## src/rtl/clkdiv_cfg_arbiter.sv

```systemverilog
// -----------------------------------------------------------------------------
// clkdiv_cfg_arbiter
//
// Purpose
//   Owns the divide value (Count_REG) and the active-low reset (DIV_RSTn) of a
//   counter-based clock divider. The divider toggles its CLK_OUT whenever its
//   internal count equals Count_REG.
//
//   Several requesters share this one divider through a round-robin arbiter
//   with a REQ/ACK handshake. A new divide value is applied only on a rising
//   edge of the divider output. If no edge arrives within TIMEOUT cycles, the
//   update is forced. After the value changes, the divider is held in reset
//   for HOLD_CYC cycles, so it restarts cleanly from count 0 with CLK_OUT=1.
//   A request whose value equals the current one completes without touching
//   the divider.
//
// Parameters
//   NUM_REQ    number of requesters (1..8)
//   CNT_W      divide-value width, matches the divider's Count_REG
//   DEF_COUNT  divide value after reset
//   TIMEOUT    max cycles to wait for a divider rising edge (>= 2)
//   HOLD_CYC   cycles DIV_RSTn is held low per update (>= 1)
//
// Ports
//   CLK        in   system clock (the divider runs on the same clock)
//   RST        in   synchronous reset, active-high
//   REQ        in   per-requester level request
//   REQ_COUNT  in   requested divide values, slice i = [i*CNT_W +: CNT_W]
//   ACK        out  one-cycle completion pulse to the granted requester
//   TMO        out  one-cycle pulse with ACK when the update was forced
//   DIV_CLK    in   divider CLK_OUT, fed back for edge alignment
//   Count_REG  out  divide value driven to the divider
//   DIV_RSTn   out  active-low reset to the divider
//   BUSY       out  high in every state except IDLE
//   OWNER      out  index of the current or last granted requester
// -----------------------------------------------------------------------------
module clkdiv_cfg_arbiter #(
  parameter int               NUM_REQ   = 2,
  parameter int               CNT_W     = 32,
  parameter logic [CNT_W-1:0] DEF_COUNT = 1,
  parameter int               TIMEOUT   = 1024,
  parameter int               HOLD_CYC  = 2
) (
  input  logic                     CLK,
  input  logic                     RST,
  input  logic [NUM_REQ-1:0]       REQ,
  input  logic [NUM_REQ*CNT_W-1:0] REQ_COUNT,
  output logic [NUM_REQ-1:0]       ACK,
  output logic                     TMO,
  input  logic                     DIV_CLK,
  output logic [CNT_W-1:0]         Count_REG,
  output logic                     DIV_RSTn,
  output logic                     BUSY,
  output logic [2:0]               OWNER
);

  // ---------------------------------------------------------------------------
  // Local sizing
  // ---------------------------------------------------------------------------
  localparam int TMR_W = (TIMEOUT > 1) ? $clog2(TIMEOUT) : 1;
  localparam int HLD_W = (HOLD_CYC > 1) ? $clog2(HOLD_CYC) : 1;

  localparam logic [TMR_W-1:0] TMR_LAST = TMR_W'(TIMEOUT - 1);
  localparam logic [HLD_W-1:0] HLD_LAST = HLD_W'(HOLD_CYC - 1);
  localparam logic [2:0]       LAST_IDX = 3'(NUM_REQ - 1);

  typedef enum logic [2:0] {
    S_IDLE,
    S_GRANT,
    S_WAIT_EDGE,
    S_HOLD,
    S_DONE
  } state_e;

  // ---------------------------------------------------------------------------
  // State
  // ---------------------------------------------------------------------------
  state_e             state_q,    state_d;
  logic [CNT_W-1:0]   count_q,    count_d;
  logic [CNT_W-1:0]   new_val_q,  new_val_d;
  logic               div_rstn_q, div_rstn_d;
  logic [NUM_REQ-1:0] ack_q,      ack_d;
  logic               tmo_q,      tmo_d;
  logic               tmo_f_q,    tmo_f_d;
  logic [2:0]         owner_q,    owner_d;
  logic [2:0]         rr_q,       rr_d;
  logic [TMR_W-1:0]   timer_q,    timer_d;
  logic [HLD_W-1:0]   hold_q,     hold_d;
  logic               div_q,      div_d;

  // Arbitration result, valid only while in IDLE
  logic               gnt_found;
  logic [2:0]         gnt_idx;
  logic [CNT_W-1:0]   gnt_val;

  // A rising edge of the divider output, seen one cycle late through div_q
  logic               rise;
  assign rise = DIV_CLK & ~div_q;

  // ---------------------------------------------------------------------------
  // Round-robin arbiter: scan positions rr, rr+1, ... (with wrap) and take the
  // first requester whose REQ is set. The outer loop walks the scan order, the
  // inner loop matches the wrapped position to a constant requester index, so
  // every bit and slice select uses a constant index.
  // ---------------------------------------------------------------------------
  always_comb begin
    gnt_found = 1'b0;
    gnt_idx   = '0;
    gnt_val   = '0;
    for (int k = 0; k < NUM_REQ; k++) begin
      for (int i = 0; i < NUM_REQ; i++) begin
        if (!gnt_found && REQ[i] &&
            ((int'(rr_q) + k == i) || (int'(rr_q) + k - NUM_REQ == i))) begin
          gnt_found = 1'b1;
          gnt_idx   = 3'(i);
          gnt_val   = REQ_COUNT[i*CNT_W +: CNT_W];
        end
      end
    end
  end

  // ---------------------------------------------------------------------------
  // Next-state and registered-output logic
  // ---------------------------------------------------------------------------
  always_comb begin
    // NOTE: every _d gets a default before the case, so no path leaves a
    // signal unassigned and no latch is inferred.
    state_d    = state_q;
    count_d    = count_q;
    new_val_d  = new_val_q;
    div_rstn_d = div_rstn_q;
    ack_d      = '0;
    tmo_d      = 1'b0;
    tmo_f_d    = tmo_f_q;
    owner_d    = owner_q;
    rr_d       = rr_q;
    timer_d    = timer_q;
    hold_d     = hold_q;
    div_d      = DIV_CLK;

    unique case (state_q)
      S_IDLE: begin
        // Releases the divider on the first edge after reset
        div_rstn_d = 1'b1;
        if (gnt_found) begin
          owner_d   = gnt_idx;
          new_val_d = gnt_val;
          tmo_f_d   = 1'b0;
          state_d   = S_GRANT;
        end
      end

      S_GRANT: begin
        if (new_val_q == count_q) begin
          // Same value: complete without disturbing the divider
          state_d = S_DONE;
        end else begin
          timer_d = '0;
          state_d = S_WAIT_EDGE;
        end
      end

      S_WAIT_EDGE: begin
        timer_d = timer_q + 1'b1;
        // A rise wins over a coinciding timeout, so TMO stays low then
        if (rise || (timer_q == TMR_LAST)) begin
          count_d    = new_val_q;
          div_rstn_d = 1'b0;
          tmo_f_d    = ~rise;
          hold_d     = '0;
          state_d    = S_HOLD;
        end
      end

      S_HOLD: begin
        if (hold_q == HLD_LAST) begin
          div_rstn_d = 1'b1;
          state_d    = S_DONE;
        end else begin
          hold_d = hold_q + 1'b1;
        end
      end

      S_DONE: begin
        rr_d    = (owner_q == LAST_IDX) ? 3'd0 : owner_q + 3'd1;
        state_d = S_IDLE;
      end

      default: begin
        state_d = S_IDLE;
      end
    endcase

    // ACK/TMO are registered, so they are loaded on the edge that enters DONE
    // and are high for exactly the DONE cycle.
    if (state_d == S_DONE) begin
      for (int i = 0; i < NUM_REQ; i++) begin
        ack_d[i] = (owner_q == 3'(i));
      end
      tmo_d = tmo_f_q;
    end
  end

  // ---------------------------------------------------------------------------
  // Registers
  // ---------------------------------------------------------------------------
  always_ff @(posedge CLK) begin
    // NOTE: non-blocking assignments keep every flop sampling the values from
    // before the edge, whatever order the statements are written in.
    div_q <= div_d;  // edge detector runs in and out of reset
    if (RST) begin
      state_q    <= S_IDLE;
      count_q    <= DEF_COUNT;
      new_val_q  <= DEF_COUNT;
      div_rstn_q <= 1'b0;
      ack_q      <= '0;
      tmo_q      <= 1'b0;
      tmo_f_q    <= 1'b0;
      owner_q    <= 3'd0;
      rr_q       <= 3'd0;
      timer_q    <= '0;
      hold_q     <= '0;
    end else begin
      state_q    <= state_d;
      count_q    <= count_d;
      new_val_q  <= new_val_d;
      div_rstn_q <= div_rstn_d;
      ack_q      <= ack_d;
      tmo_q      <= tmo_d;
      tmo_f_q    <= tmo_f_d;
      owner_q    <= owner_d;
      rr_q       <= rr_d;
      timer_q    <= timer_d;
      hold_q     <= hold_d;
    end
  end

  // ---------------------------------------------------------------------------
  // Outputs
  // ---------------------------------------------------------------------------
  assign ACK       = ack_q;
  assign TMO       = tmo_q;
  assign Count_REG = count_q;
  assign DIV_RSTn  = div_rstn_q;
  assign BUSY      = (state_q != S_IDLE);
  assign OWNER     = owner_q;

endmodule

```

## config.mk

```make
export PLATFORM = sky130hd
export DESIGN_NAME = clkdiv_cfg_arbiter
export DESIGN_NICKNAME = d
export VERILOG_FILES = /design/src/rtl/clkdiv_cfg_arbiter.sv
export SDC_FILE = /design/constraint.sdc
export NUM_CORES = 1
export LEC_CHECK = 0
export CORE_MARGIN = 1.5
export CORE_UTILIZATION = 30
export CTS_BUF_LIST = sky130_fd_sc_hd__clkbuf_16
export CTS_CLUSTER_SIZE = 14
export DETAILED_ROUTE_END_ITERATION = 10
export DONT_BUFFER_PORTS = 1
export SYNTH_ARGS = -nofsm -noshare
export SYNTH_HDL_FRONTEND = slang
export SYNTH_SLANG_ARGS = --single-unit
export TNS_END_PERCENT = 10
```

## constraint.sdc

```tcl
create_clock -name CLK -period 4 [get_ports CLK]
set_input_delay 0.8 -clock CLK [delete_from_list [all_inputs] [get_ports CLK]]
set_output_delay 0.8 -clock CLK [all_outputs]
set_load 0.03 [all_outputs]
```

Word-level counts from Yosys, hierarchy flattened. Cells that the tools add are included.

Flip-flop bits (word level): 90. Latch bits: 0. Memory bits (writable): 0. Memory bits (read-only): 0. Word-level logic and storage cells: 98. Memories: 0.

Add/sub/neg operators: 6. Multiply operators: 0. Divide/modulo/power cells: 0. Magnitude comparators: 0. Eq/ne operators: 16. Shift-type cells: 0. Multiplexer cells: 27. Bitwise logic cells: 4. Reduce and logical (&&, ||, !) cells: 33.

Operators with widths (number): $logic_not A32 Y1 (4); $mux W32 (4); $eq A32 B2 Y1 const B (1); $eq A32 B32 Y1 (1); $mux W3 (7); $pmux W10 S2 (1); $pmux W3 S4 (1); $add A10 B1 Y10 const B (1); $eq A10 B10 Y1 const B (1); $mux W1 (10); $mux W10 (1); $eq A3 B2 Y1 const B (3); $ne A2 B2 Y1 const B (4); $reduce_and A2 Y1 (4); $logic_and A1 B1 Y1 (7); $eq A3 B1 Y1 const B (2); $eq A3 B3 Y1 const B (2); $logic_not A3 Y1 (2); $reduce_and A3 Y1 (2); $reduce_bool A2 Y1 (3); $reduce_bool A3 Y1 (2); $eq A5 B2 Y1 const B (1); $logic_or A1 B1 Y1 (5); $sub A4 B2 Y5 const B (1); 11 further kinds (16).

Logic depth before layout (Yosys ltp).
Word-level depth: 22. Depth in mapped cells: 8. Mapped depth without buffers: 6.

Least setup slack after synthesis. No wires, ideal clock.

Path type: input -> register. Start: input RST. End: register count_q[10] (netlist: Count_REG[10]). Data arrival time: 1.708 ns. Data required time: 3.872 ns. Path slack: 2.165 ns. Stages: 4. Path through: clkbuf_1 -> buf_1 -> clkbuf_1 -> nor2_1.

RTL lines: start, declared (line 45) `input logic RST,`; end signal, assigned (line 225) `count_q <= count_d;`; end, declared (line 79) `logic [CNT_W-1:0] count_q, count_d;`.

No word-level cell between the ends.

Worst setup path after layout.
Start: register timer_q[1]. End: register tmo_f_q.

Word-level cells in the longest chain between the ends: 4.

RTL lines: start, declared (line 87) `logic [TMR_W-1:0] timer_q, timer_d;`; start signal, assigned (line 233) `timer_q <= timer_d;`; $eq A10 B10 Y1 (line 166) `if (rise || (timer_q == TMR_LAST)) begin`; $logic_or A1 B1 Y1 (line 166); $ne A2 B2 Y1 (no source line); $reduce_and A3 Y1 (no source line); end signal, assigned (line 230) `tmo_f_q <= tmo_f_d;`; end, declared (line 84) `logic tmo_f_q, tmo_f_d;`.

Every way passes these cells. A chain may end at the register's enable or synchronous reset.

==> flow_summary.ini <==
[pwr]
totalPowerFinal_uw = 2080
switching_power_uw = 579
sw_frac_of_total = 0.278
p_per_area_nw_per_um2 = 505
p_int_uw = 1500
sequentialPowerShare = 0.467
p_leak_uw = 0.00157
ir_drop_v = 0.000340
pwr-share-comb = 0.139
clockPowerShare = 0.394

[routing]
avgViaCountPerCell = 5.16
wl_mm = 9.16
wire_per_inst_um = 17.0
ant_nets = 0
via_count = 2779
drc = 0
drt_iter0_markers = 202
drtPass1Iterations = 6

[synth]
synth_edf_count = 0
synth_common_cells = 86 x dfxtp_1, 68 x nor2_1, 34 x xnor2_1
yosys_warnings = 0
ys_types = 42
async_flop_share = 0
ys_seq_elements = 86
yosysSeqAreaShare = 0.462
synth.most_common_cell = dfxtp_1
synth_area_leaders = dfxtp_1 46%, mux2i_1 8.6%, a222oi_1 8.3%
yosysTopAreaCell = dfxtp_1
netlist_area_um2 = 3720
ys.flop_type = dfxtp_1
synth_top_area_frac = 0.462
synth_cells = 378
syn_area_per_cell_um2 = 9.85

[clock_network]
clock_sinks = 86
path_clk_slew_ns = 0.06
ctsHoldBuffers = 0
postCtsSetupBuffers = 0
cts_max_path_buffers = 2
ctsRootBufferMaster = clkbuf_16
cts_resized = 0
numCtsBuffers = 9
htree_levels = 3
cts_tree = built
clk_latency_ns = 0.34

[timing]
relSlewSlack = 0.505
fin_worst_skew_ns = 0.00772
fin_crit_ns = 2.09
maxSlewViolCount = 0
finalSetupViolCount = 0
clock.fmax_mhz = 478
tightestPinTransition_ns = 0.743
rsz0062_at_grt = false
fin_crit_sh = 0.523
final.setup.tns_ns = 0
hold_viol = 0

[final_layout]
area_delta_synth_final_pct = 10.7
final_nets = 436
drive_gt1_frac = 0.0836
antennaDiodeCount = 0
design_area_um2 = 4120

[worst_setup_path]
crit_path_start_kind = flop
regToRegSetupSlack_ns = 1.91
reg2reg_from = timer_q[1]$_SDFFE_PP0P_
criticalPathCategory = flop to flop
rr_worst_depth = 7
rr_endpoint = tmo_f_q$_SDFFE_PP0P_
end_kind = flop
worstPathMaxFanout = 37
critPathRequiredTime_ns = 4.28
crit_arrival_ns = 2.37

[flow_run]
drv_cap = 0

[floorplanning]
core-area_um2 = 12100
die_w_um = 114
initial_core_util = 0.309
die_h_um = 114
dieArea_um2 = 13100
rows = 40
ios = 109

[placed_design]
gp_congestion = 0.699
io_buffers = 0
placed_cell_area_um2 = 3830
dpl.hpwl_mm = 6.37

[global_route]
grt_pass1_vias = 2548
grt_first_pass_wirelength_mm = 14.2
grt_usage = 0.143
overflow = 0
grt_max_degree = 84
antenna_found_initial = 0

[hold_path]
min_to = tmo_f_q$_SDFFE_PP0P_
holdPathStages = 2
min_path_type = flop to flop
min_from = tmo_f_q$_SDFFE_PP0P_

[run_status]
status = finished clean
worst max-delay path, cell delays in order, from the launching register on:
cell,delay (ns)
dfxtp_1,0.40
ha_1,0.26
nand4_1,0.14
nor3_1,0.34
o21ai_4,0.06
buf_4,0.33
a211o_1,0.36
a21oi_1,0.13
how the worst max path moves through the flow:
stage / start / to / slack, ns / cells after the start
3_3_place_gp: DIV_CLK / Count_REG[0]$_SDFFE_PP1P_ / 1.91 / 5
4_1_cts: timer_q[0]$_SDFFE_PP0P_ / tmo_f_q$_SDFFE_PP0P_ / 1.89 / 7
6_report: timer_q[1]$_SDFFE_PP0P_ / tmo_f_q$_SDFFE_PP0P_ / 1.91 / 7
5_1_grt: timer_q[0]$_SDFFE_PP0P_ / tmo_f_q$_SDFFE_PP0P_ / 1.74 / 7
2_1_floorplan: RST / Count_REG[10]$_SDFFE_PP0P_ / 2.16 / 4
3_5_place_dp: DIV_CLK / Count_REG[13]$_SDFFE_PP0P_ / 1.88 / 5
power by group through the flow:
stage,Combinational (µW),Clock [µW],Sequential [µW]
2_1_floorplan,262,0,967
3_3_place_gp,287,0,989
3_5_place_dp,292,0,992
4_1_cts,292,840,973
5_1_grt,320,877,981
6_report,290,821,973
final cells by class:
type                            count  area, µm²
Tap cell                          168        210
Sequential cell                    86       1720
Timing Repair Buffer                4       30.0
Clock inverter                      7       65.1
Clock buffer                        9        225
Multi-Input combinational cell    257       1840
Fill cell                        1251       7940
Inverter                            8       30.0
cells by family (layout without fill, tap and decap cells):
kind of cell    after synthesis  in the layout  synth area share
simple gates                126            126             0.172
flops                        86             86             0.462
compound gates               60             60             0.143
xor+xnor                     36             36            0.0847
buf+inv                      36             28            0.0480
mux                          32             32            0.0860
fa+ha+maj                     1              1           0.00336
other cells                   1              2           0.00101
flip-flops by register name, summed over array words and instances, names as in the netlist, 2 cells and up:
register   cells
Count_REG     32
new_val_q     32
timer_q       10
state_q        3
ACK            2
per-stage QoR:
step | utilization | setup slack (ns) | hold slack, ns | std cells
finish | 0.342 | 1.91 | 0.471 | 539
global route | 0.342 | 1.74 | 0.467 | 539
CTS | 0.342 | 1.89 | 0.471 | 539
detailed placement | 0.318 | 1.88 | 0.461 | 523
global placement | 0.318 | 1.91 | 0.455 | 523
floorplan | - | 2.16 | 0.439 | 379
per-layer routing:
| metal | GRT usage | share of wire |
|---|---|---|
| met1 | 0.172 | 0.42 |
| met2 | 0.234 | 0.49 |
| met3 | 0.0630 | 0.080 |
| met4 | 0.0392 | 0.014 |
| met5 | 0 | 0 |
placed cells by master, fill, tap and decap left out, types with 2 or more instances in the layout:
| cell type | count |
|---|---|
| nand2_1 | 8 |
| nor3_1 | 10 |
| clkinv_1 | 2 |
| nand4_2 | 2 |
| inv_1 | 7 |
| clkbuf_16 | 9 |
| o21ai_0 | 3 |
| a31oi_1 | 3 |
| inv_2 | 2 |
| nor3b_1 | 4 |
| buf_4 | 4 |
| xor2_1 | 2 |
| nor2_1 | 67 |
| xnor2_1 | 34 |
| a311oi_1 | 2 |
| dfxtp_1 | 86 |
| a21oi_1 | 7 |
| nor4_1 | 3 |
| clkinvlp_4 | 2 |
| nor3_4 | 2 |
| nand4_1 | 10 |
| nor4_4 | 2 |
| or3_1 | 2 |
| nor2b_1 | 2 |
| a222oi_1 | 31 |
| mux2i_1 | 32 |
| o21ai_1 | 4 |
| nand3_1 | 10 |
| and2_1 | 2 |
| conb_1 | 2 |
Power figures use the tool's default switching activity.
